File: config.mk
export PLATFORM = sky130hd
export DESIGN_NAME = fetch_blk_gen
export DESIGN_NICKNAME = d
export VERILOG_FILES = /design/src/rtl/fetch_blk_gen.sv
export SDC_FILE = /design/constraint.sdc
export NUM_CORES = 1
export LEC_CHECK = 0
export ABC_AREA = 1
export BUFFER_PORTS_ARGS = -buffer_cell sky130_fd_sc_hd__buf_2
export CAP_MARGIN = 5
export CELL_PAD_IN_SITES_DETAIL_PLACEMENT = 1
export CELL_PAD_IN_SITES_GLOBAL_PLACEMENT = 1
export CORE_AREA = 3 3 307 309
export CTS_CLUSTER_DIAMETER = 80
export DETAILED_ROUTE_END_ITERATION = 16
export DIE_AREA = 0 0 310 312
export PLACE_DENSITY_LB_ADDON = 0.1
export SYNTH_ARGS = -nofsm -noshare
export SYNTH_HDL_FRONTEND = slang
export SYNTH_SLANG_ARGS = --single-unit
export TNS_END_PERCENT = 20
File: constraint.sdc
create_clock -name clock -period 9.3 [get_ports clock]
set_clock_uncertainty 0.2 [all_clocks]
set_input_delay 0.93 -clock clock [delete_from_list [all_inputs] [get_ports clock]]
set_output_delay 0.93 -clock clock [all_outputs]
set_load 0.01 [all_outputs]
File: src/rtl/fetch_blk_gen.sv
// Fetch stages F1/F2: F1 issues the next I-cache block address, F2 qualifies the
// returned 8-slot block with a valid mask and redirects on branches, misses, replays and flushes.
module fetch_blk_gen #(
  parameter logic [63:0] RESET_PC = 64'h0
) (
  input  logic         clock,
  input  logic         reset_n,
  input  logic         flush_rt_i,
  input  logic [63:0]  redirect_pc_i,
  output logic         icache_req_o,
  output logic [63:0]  icache_addr_o,
  input  logic         icache_hit_i,
  input  logic [255:0] icache_data_i,
  output logic         icache_miss_o,
  output logic [63:0]  icache_miss_addr_o,
  input  logic         icache_fill_i,
  input  logic         inst_q_full_i,
  output logic [31:0]  inst0_o,
  output logic [31:0]  inst1_o,
  output logic [31:0]  inst2_o,
  output logic [31:0]  inst3_o,
  output logic [31:0]  inst4_o,
  output logic [31:0]  inst5_o,
  output logic [31:0]  inst6_o,
  output logic [31:0]  inst7_o,
  output logic [7:0]   inst_vld_o,
  output logic [63:0]  pc_f2_o,
  output logic [1:0]   dbg_state_o
);

  // Handshakes: icache_req_o is a fire-and-forget request answered by icache_hit_i one
  // cycle later; a block moves to the instruction buffer in any cycle where inst_vld_o is
  // non-zero (valid) and inst_q_full_i is low (ready) -- inst_vld_o is already gated by ready.

  typedef enum logic [1:0] {
    ST_RUN      = 2'd0,
    ST_MISS     = 2'd1,
    ST_WAIT_IND = 2'd2
  } state_e;

  state_e      state_q, state_d;
  // PCs are kept as word addresses; byte bits [1:0] never matter.
  logic [63:2] pc_f1_q, pc_f1_d;
  logic [63:2] pc_f2_q, pc_f2_d;
  logic        f2_vld_q, f2_vld_d;

  logic [7:0][31:0] slot;
  logic [7:0]  base_mask;
  logic [7:0]  stop_vec;
  logic [7:0]  trunc_mask;
  logic [7:0]  blk_mask;
  logic [2:0]  stop_idx;
  logic        stop_found;
  logic        stop_is_jmp;
  logic [63:2] branch_target;

  logic        f2_miss;
  logic        f2_replay;
  logic        accept;
  logic        take_redir;
  logic        kill;
  logic        unused_pc_bits;

  function automatic logic is_stop_op(input logic [5:0] op);
    return (op == 6'h30) || (op == 6'h34) || (op == 6'h1A);
  endfunction

  assign slot = icache_data_i;
  assign unused_pc_bits = ^redirect_pc_i[1:0];

  // Slots before the fetch offset belong to an earlier path and never count.
  always_comb begin
    base_mask = 8'hFF << pc_f2_q[4:2];
    for (int k = 0; k < 8; k++) begin
      stop_vec[k] = base_mask[k] && is_stop_op(slot[k][31:26]);
    end
  end

  always_comb begin
    stop_found = 1'b0;
    stop_idx   = 3'd0;
    for (int k = 7; k >= 0; k--) begin
      if (stop_vec[k]) begin
        stop_found = 1'b1;
        stop_idx   = 3'(k);
      end
    end
  end

  assign trunc_mask  = stop_found ? (8'hFF >> (3'd7 - stop_idx)) : 8'hFF;
  assign blk_mask    = base_mask & trunc_mask;
  assign stop_is_jmp = (slot[stop_idx][31:26] == 6'h1A);

  // Word arithmetic: block base + slot index + 1 + sign-extended displacement.
  assign branch_target = {pc_f2_q[63:5], 3'b000}
                       + {59'd0, stop_idx}
                       + 62'd1
                       + {{41{slot[stop_idx][20]}}, slot[stop_idx][20:0]};

  assign f2_miss    = f2_vld_q && !icache_hit_i;
  assign f2_replay  = f2_vld_q && icache_hit_i && inst_q_full_i;
  assign accept     = f2_vld_q && icache_hit_i && !inst_q_full_i && !flush_rt_i;
  assign take_redir = accept && stop_found;
  assign kill       = flush_rt_i || f2_miss || f2_replay || take_redir;

  assign icache_req_o       = reset_n && (state_q == ST_RUN) && !kill;
  assign icache_addr_o      = {pc_f1_q[63:5], 5'b0};
  assign icache_miss_o      = (state_q == ST_MISS);
  assign icache_miss_addr_o = icache_miss_o ? {pc_f2_q[63:5], 5'b0} : 64'h0;
  assign inst_vld_o         = accept ? blk_mask : 8'h00;
  assign pc_f2_o            = {pc_f2_q[63:5], 5'b0};
  assign dbg_state_o        = state_q;

  assign inst0_o = slot[0];
  assign inst1_o = slot[1];
  assign inst2_o = slot[2];
  assign inst3_o = slot[3];
  assign inst4_o = slot[4];
  assign inst5_o = slot[5];
  assign inst6_o = slot[6];
  assign inst7_o = slot[7];

  always_comb begin
    state_d  = state_q;
    pc_f1_d  = pc_f1_q;
    pc_f2_d  = pc_f2_q;
    f2_vld_d = 1'b0;
    if (flush_rt_i) begin
      pc_f1_d = redirect_pc_i[63:2];
      state_d = ST_RUN;
    end else begin
      case (state_q)
        ST_RUN: begin
          if (f2_miss) begin
            state_d = ST_MISS;
          end else if (f2_replay) begin
            pc_f1_d = pc_f2_q;
          end else if (take_redir) begin
            if (stop_is_jmp) begin
              state_d = ST_WAIT_IND;
            end else begin
              pc_f1_d = branch_target;
            end
          end else begin
            pc_f2_d  = pc_f1_q;
            f2_vld_d = 1'b1;
            pc_f1_d  = {pc_f1_q[63:5] + 59'd1, 3'b000};
          end
        end
        ST_MISS: begin
          if (icache_fill_i) begin
            pc_f1_d = pc_f2_q;
            state_d = ST_RUN;
          end
        end
        ST_WAIT_IND: begin
          state_d = ST_WAIT_IND;
        end
        default: begin
          state_d = ST_RUN;
        end
      endcase
    end
  end

  always_ff @(posedge clock or negedge reset_n) begin
    if (!reset_n) begin
      state_q  <= ST_RUN;
      pc_f1_q  <= RESET_PC[63:2];
      pc_f2_q  <= '0;
      f2_vld_q <= 1'b0;
    end else begin
      state_q  <= state_d;
      pc_f1_q  <= pc_f1_d;
      pc_f2_q  <= pc_f2_d;
      f2_vld_q <= f2_vld_d;
    end
  end

endmodule

==> reports/qor.yml, run 1 <==
fin_nets: 3541
grt_max_degree: 83
crit_family: "simple AND/OR/NAND/NOR gates"
hold_path.class: "in -> async"
clock_path_buffers: 2
critPathSlowestCell: "o21ai_0"
critPathKind: "in -> reg"
gp_congestion: 0.899
viasPerCell: 4.68
final_util_pct: 22.0
setup_viol: 0
synthMuxAreaShare_pct: 0.0563
ys_seq_area_share_pct: 17.9
hold_ws_ns: 0.162
synth_edf_count: 0
remaining_drc_errors: 0
dp_cells: 4318
syn_inst: 2897
crit_path_end_kind: "flip-flop"
powerDensity_nw_per_um2: 285
critical_path_arrival_ns: 6.98
clock-sinks: 127
cts.clk_slew.worst_paths_ns: 0.07
fin_crit_ns: 6.79
vias: 20400
initial_core_util_pct: 19.4
worst-path-buf-inv: 5
yosysTopAreaCellShare_pct: 17.9
clk-insertion-delay-late_ns: 0.48
fin_cells: 4357
cp_data_required_time_ns: 9.49
postSynthAreaPerCell_um2: 6.13
wl_per_cell_um: 27.0
die_area_um2: 96700
drtIter0Drc: 985
fin_setup_tns_ns: 0
ys_ff_latch: 127
std_cell_rows: 111
wirelength_um: 118000
period_share_pct: 73.1
grt.overflow.total: 0
antenna_found_initial: 8
leakagePower_nw: 9.91
cts_tree: "built"
slowest_delay_ns: 0.85
die-width_um: 310
grt_setup_unrepaired: "false"
grt_pass1_wl_um: 164000
fp.dieH_um: 312
ir_drop_mv: 0.162
ant_nets: 0
synth_compound_area_share_pct: 20.3
post_cts_resized: 0
synth_top_area_cell: "dfrtp_1"
syn2layout_area_growth_pct: 13.7
netlist_area_um2: 17800
ys_types: 52
slew_headroom_pct: 31.5
crit_path_start_kind: "input port"
synthFlopType: "dfrtp_1"
ctsHtreeMaxLevel: 4
synth_xor_area_share_pct: 3.25
numCtsBuffers: 17
grt_usage_pct: 23.4
cp_max_fo: 44
detailedPlace.worstSlack_ns: 1.93
fmax_mhz: 147
status: "complete, no violations"
io_pins: 786
synth_warnings: 0
maxCapViolCount: 0
portBuffers: 688
hold_buffers: 0
core_area_um2: 91700
worst_pin_slew_ns: 1.02
firstDrtPassIters: 5
worst_slack_ns: 2.51
finalMaxSlewViolations: 0
synth_fa_ha_area_share_pct: 4.55
finalHoldViolCount: 0
synthTopCellsByArea: "dfrtp_1, buf_4, nand2_1, nor2_1, a21oi_1"
post_cts_buffers: 0
hpwl_um: 99800
layout-drive-gt1-share_pct: 24.8
async_flop_share_pct: 100
grt_pass1_vias: 21500
clock-root-buffer: "clkbuf_16"
synth_top_family_by_area: "simple AND/OR/NAND/NOR gates"
synthSimpleGateAreaFrac_pct: 28.4
[stage by stage]
stage                     power [mW]  cell area, um2
after detailed placement        5.06           19600
after global routing            6.25           20200
after global placement          5.05           19600
after CTS                       5.88           20200
final                           5.76           20200
after floorplan                 3.56           17800
[final timing paths]
kind,start,to,slack [ns],cells past startpoint
max in group asynchronous,reset_n,pc_f1_q[7],7.41,2
max,icache_data_i[60],pc_f1_q[42],2.51,31
min,reset_n,pc_f1_q[53],0.16,1
min in group clock,pc_f1_q[62],pc_f1_q[62],0.33,2
max reg2reg,pc_f2_q[4],pc_f1_q[42],2.60,29
min reg2reg,pc_f1_q[62],pc_f1_q[62],0.33,2
[per-layer routing]
metal	up-vias	part of all wire, %	GRT usage [%]
met1	10000	42	28.0
met2	594	50	41.9
li1	9656	-	-
met3	96	4.9	4.09
met4	2	3.2	8.06
met5	-	0.0060	0
[cells by family (layout without fill, tap and decap cells)]
group | after synthesis | after routing
AND/OR/NAND/NOR | 1213 | 1213
buffers and inverters | 789 | 1042
AO/OA/AOI/OAI | 636 | 636
flip-flops | 127 | 127
XOR/XNOR | 66 | 66
adder cells (fa/ha/maj) | 64 | 64
other | 1 | 22
multiplexers | 1 | 1
[state kept, by name, summed over array words and instances, names as in the netlist]
register     flops
dbg_state_o      2
pc_f2_q         62
pc_f1_q         62
f2_vld_q         1
[cell usage after synthesis, types with 3 or more instances]
cell type  instances
nor2_1           328
xnor2_1            5
a21o_1            10
inv_2              5
o21ai_0          211
a21oi_1          235
clkbuf_1          60
nor4_1            14
nand3_1          150
o21bai_1           6
nor3_1            49
o21ai_1           54
ha_1              63
buf_4            393
a32o_1            19
o31ai_1            3
nand3b_1           5
a22oi_1            4
nand2_1          606
buf_6              9
o21a_1             4
o211ai_2          10
buf_2             24
inv_1            291
or2_2              5
a21boi_0           4
nor3_2             4
o221ai_1           3
nor2_2             4
buf_1              5
nand3_2            3
dfrtp_1          127
a31oi_1           16
xor2_1            61
nand4_1           38
o211ai_1          48
[where the power goes]
group          switching (mW)  internal (mW)
clock network           0.324          0.453
logic                    2.66           1.13
registers               0.439          0.755
[cell type report]
cell class | instances | area, um2
diodes | 7 | 17.5
clock buffers | 17 | 425
clock inverters | 15 | 209
fillers | 11700 | 71500
inverters | 298 | 1120
multi-input cells | 1995 | 10100
flip-flops and latches | 127 | 3180
well taps | 1186 | 1480
repair buffers | 712 | 3630
[worst reg2reg max path: cells and delay by family, from the launching register on]
| family | cells | cell delay [ns] |
|---|---|---|
| and+or+nand+nor | 15 | 2.33 |
| buffers and inverters | 4 | 0.85 |
| adders and majority gates | 2 | 0.60 |
| AOI/OAI and AO/OA | 8 | 2.11 |
| DFF | 1 | 0.52 |
[layout by cell type, fill, tap and decap left out, drive strengths merged, types with 16 or more instances in the layout]
master	count
a21oi	236
a31oi	16
a32o	19
buf	712
clkbuf	17
dfrtp	127
ha	63
inv	303
nand2	609
nand3	153
nand4	38
nor2	332
nor3	53
o211ai	58
o21ai	265
xor2	61
Power figures use the tool's default switching activity.
==> inputs of run 2 (changes only) <==
clock period = 7.1 ns   (was 9.3 ns; I/O delays follow)
==> reports/qor.yml, run 2 (synthesis results as in run 1) <==
status: "complete, no violations"
fmax_mhz: 167
crit_path_start_kind: "flip-flop"
post_cts_buffers: 0  # unchanged
core_area_um2: 91700  # unchanged
grt.overflow.total: 0  # unchanged
slowest_delay_ns: 0.50  # -0.35 ns
grt_pass1_vias: 21500  # +0.088%
clock-root-buffer: "clkbuf_16"
wirelength_um: 117000  # -0.61%
cp_data_required_time_ns: 7.30  # -2.19 ns
powerDensity_nw_per_um2: 373  # +31%
slew_headroom_pct: 36.5  # +5.0 points
std_cell_rows: 111  # unchanged
numCtsBuffers: 17  # unchanged
finalHoldViolCount: 0  # unchanged
hp-start: "redirect_pc_i[4]"
grt_usage_pct: 23.4  # -0.054 points
vias: 20400  # -0.18%
crit_path_end_kind: "flip-flop"
fp.dieH_um: 312  # unchanged
antenna_found_initial: 9  # +1
ant_nets: 0  # unchanged
setup_viol: 0  # unchanged
maxCapViolCount: 0  # unchanged
syn2layout_area_growth_pct: 14.7
seqCellArea_um2: 3180  # unchanged
final_util_pct: 22.2  # +0.19 points
grt_pass1_wl_um: 163000  # -0.39%
wl_per_cell_um: 26.7  # -1.0%
clk-insertion-delay-late_ns: 0.48  # about the same
layout_common_cells: "buf_2, nand2_1, nor2_1"
critPathLaunch: "pc_f2_q[4]"
viasPerCell: 4.65  # -0.59%
critPathKind: "reg -> reg"
fill_cells: 11800  # +0.60%
fin_nets: 3561  # +0.56%
hpwl_um: 99300  # -0.48%
leakagePower_nw: 10.0  # +1.1%
clock-sinks: 127  # unchanged
critPathSlowestCell: "dfrtp_1"
hold_path.class: "in -> reg"
ctsHtreeMaxLevel: 4  # unchanged
grt_max_degree: 83  # unchanged
cts_tree: "built"
io_pins: 786  # unchanged
worst-path-buf-inv: 4  # -1
layout-drive-gt1-share_pct: 25.3  # +0.44 points
cp_max_fo: 42  # -4.5%
fin_crit_ns: 6.00
r2r_start: "pc_f2_q[4]"
cpMostUsedCell: "nand2_1"
multi_input_area_um2: 10100  # unchanged
fin_setup_tns_ns: 0  # unchanged
die_area_um2: 96700  # unchanged
grt_setup_unrepaired: "false"
crit_family: "simple AND/OR/NAND/NOR gates"
cts.clk_slew.worst_paths_ns: 0.07  # about the same
finalMaxSlewViolations: 0  # unchanged
remaining_drc_errors: 0  # unchanged
firstDrtPassIters: 5  # unchanged
period_share_pct: 84.5
die-width_um: 310  # unchanged
drtIter0Drc: 1290  # +31%
ir_drop_mv: 0.188  # +16%
portBuffers: 688  # unchanged
clock_path_buffers: 2  # unchanged
worst_pin_slew_ns: 0.953  # -0.0644 ns
final_common_cell: "buf_2"
critical_path_arrival_ns: 6.20  # -0.78 ns
gp_congestion: 0.888  # -1.2%
initial_core_util_pct: 19.4  # unchanged
## run 2: cell types whose count changed in the layout (fill, tap and decap cells not counted), sizes merged
cell,change
buf,+19
clkinv,+3
bufinv,-2
diode,-2
clkbuf,+1
clkinvlp,-1
dlygate4sd3,+1
inv,-1
## run 2: layer usage
layer | track usage, % | part of all wire (%) | up-vias
met5 | 0 | 0 | -
li1 | - | - | 9694
met3 | 4.38 | 5.1 | 90
met4 | 7.60 | 2.8 | 0
met1 | 27.6 | 41 | 9969
met2 | 42.2 | 51 | 599
## run 2: cell type report
class,instances,share of cell area [%]
Antenna cell,5,0.0614
Clock buffer,18,2.16
Multi-Input combinational cell,1995,49.8
Tap cell,1186,7.28
Sequential cell,127,15.6
Timing Repair Buffer,732,18.9
Inverter,298,5.51
Clock inverter,14,0.768
## run 2: timing repair
item	in CTS	in global routing
resized for setup	0	0
hold buffers	1	0
hold endpoints to repair	41	0
## run 2: metrics by stage
step | hold slack [ns] | cells | instance area, um2 | setup slack (ns) | power (mW)
2_1_floorplan | 0.214 | 2911 | 17800 | 2.32 | 4.67
3_3_place_gp | 0.270 | 4337 | 19800 | 0.789 | 6.73
3_5_place_dp | 0.292 | 4337 | 19800 | 0.805 | 6.74
4_1_cts | 0.228 | 4370 | 20400 | 1.08 | 7.74
5_1_grt | 0.268 | 4375 | 20400 | 0.566 | 8.24
6_report | 0.281 | 4375 | 20400 | 1.10 | 7.59
## run 2: report_power, final
part,switching [mW],internal [mW],leakage [nW],total [mW]
combinational,3.52,1.57,8.20,5.09
clock,0.410,0.531,0.292,0.940
sequential,0.574,0.989,1.53,1.56
total,4.51,3.09,10.0,7.59
## run 2: worst reg2reg max path, stage by stage (launching register included)
cell	delay [ns]
dfrtp_1	0.50
inv_1	0.15
nand2_1	0.12
nor3_1	0.05
nand2_1	0.09
nand2_1	0.15
nor2_1	0.29
nand2_2	0.11
inv_1	0.28
nand3_1	0.40
nand2_1	0.24
buf_4	0.47
ha_1	0.39
nand2_1	0.15
inv_1	0.05
a21oi_1	0.21
a21boi_0	0.37
nor2_1	0.09
nor2_1	0.27
nand3_1	0.37
nand2_1	0.18
nand2_1	0.10
nand2_1	0.07
nand2_1	0.04
o21ai_0	0.28
a21oi_1	0.11
o21ai_1	0.17
## run 2: final timing paths
check / end / slack [ns] / depth (start not counted)
worst max-delay path: pc_f1_q[50] / 1.10 / 26
worst min-delay path: pc_f1_q[4] / 0.28 / 3
worst max register to register: pc_f1_q[50] / 1.10 / 26
worst min register to register: pc_f1_q[3] / 0.32 / 2
max in group asynchronous: pc_f1_q[10] / 4.82 / 3
min in group asynchronous: pc_f1_q[53] / 0.51 / 2
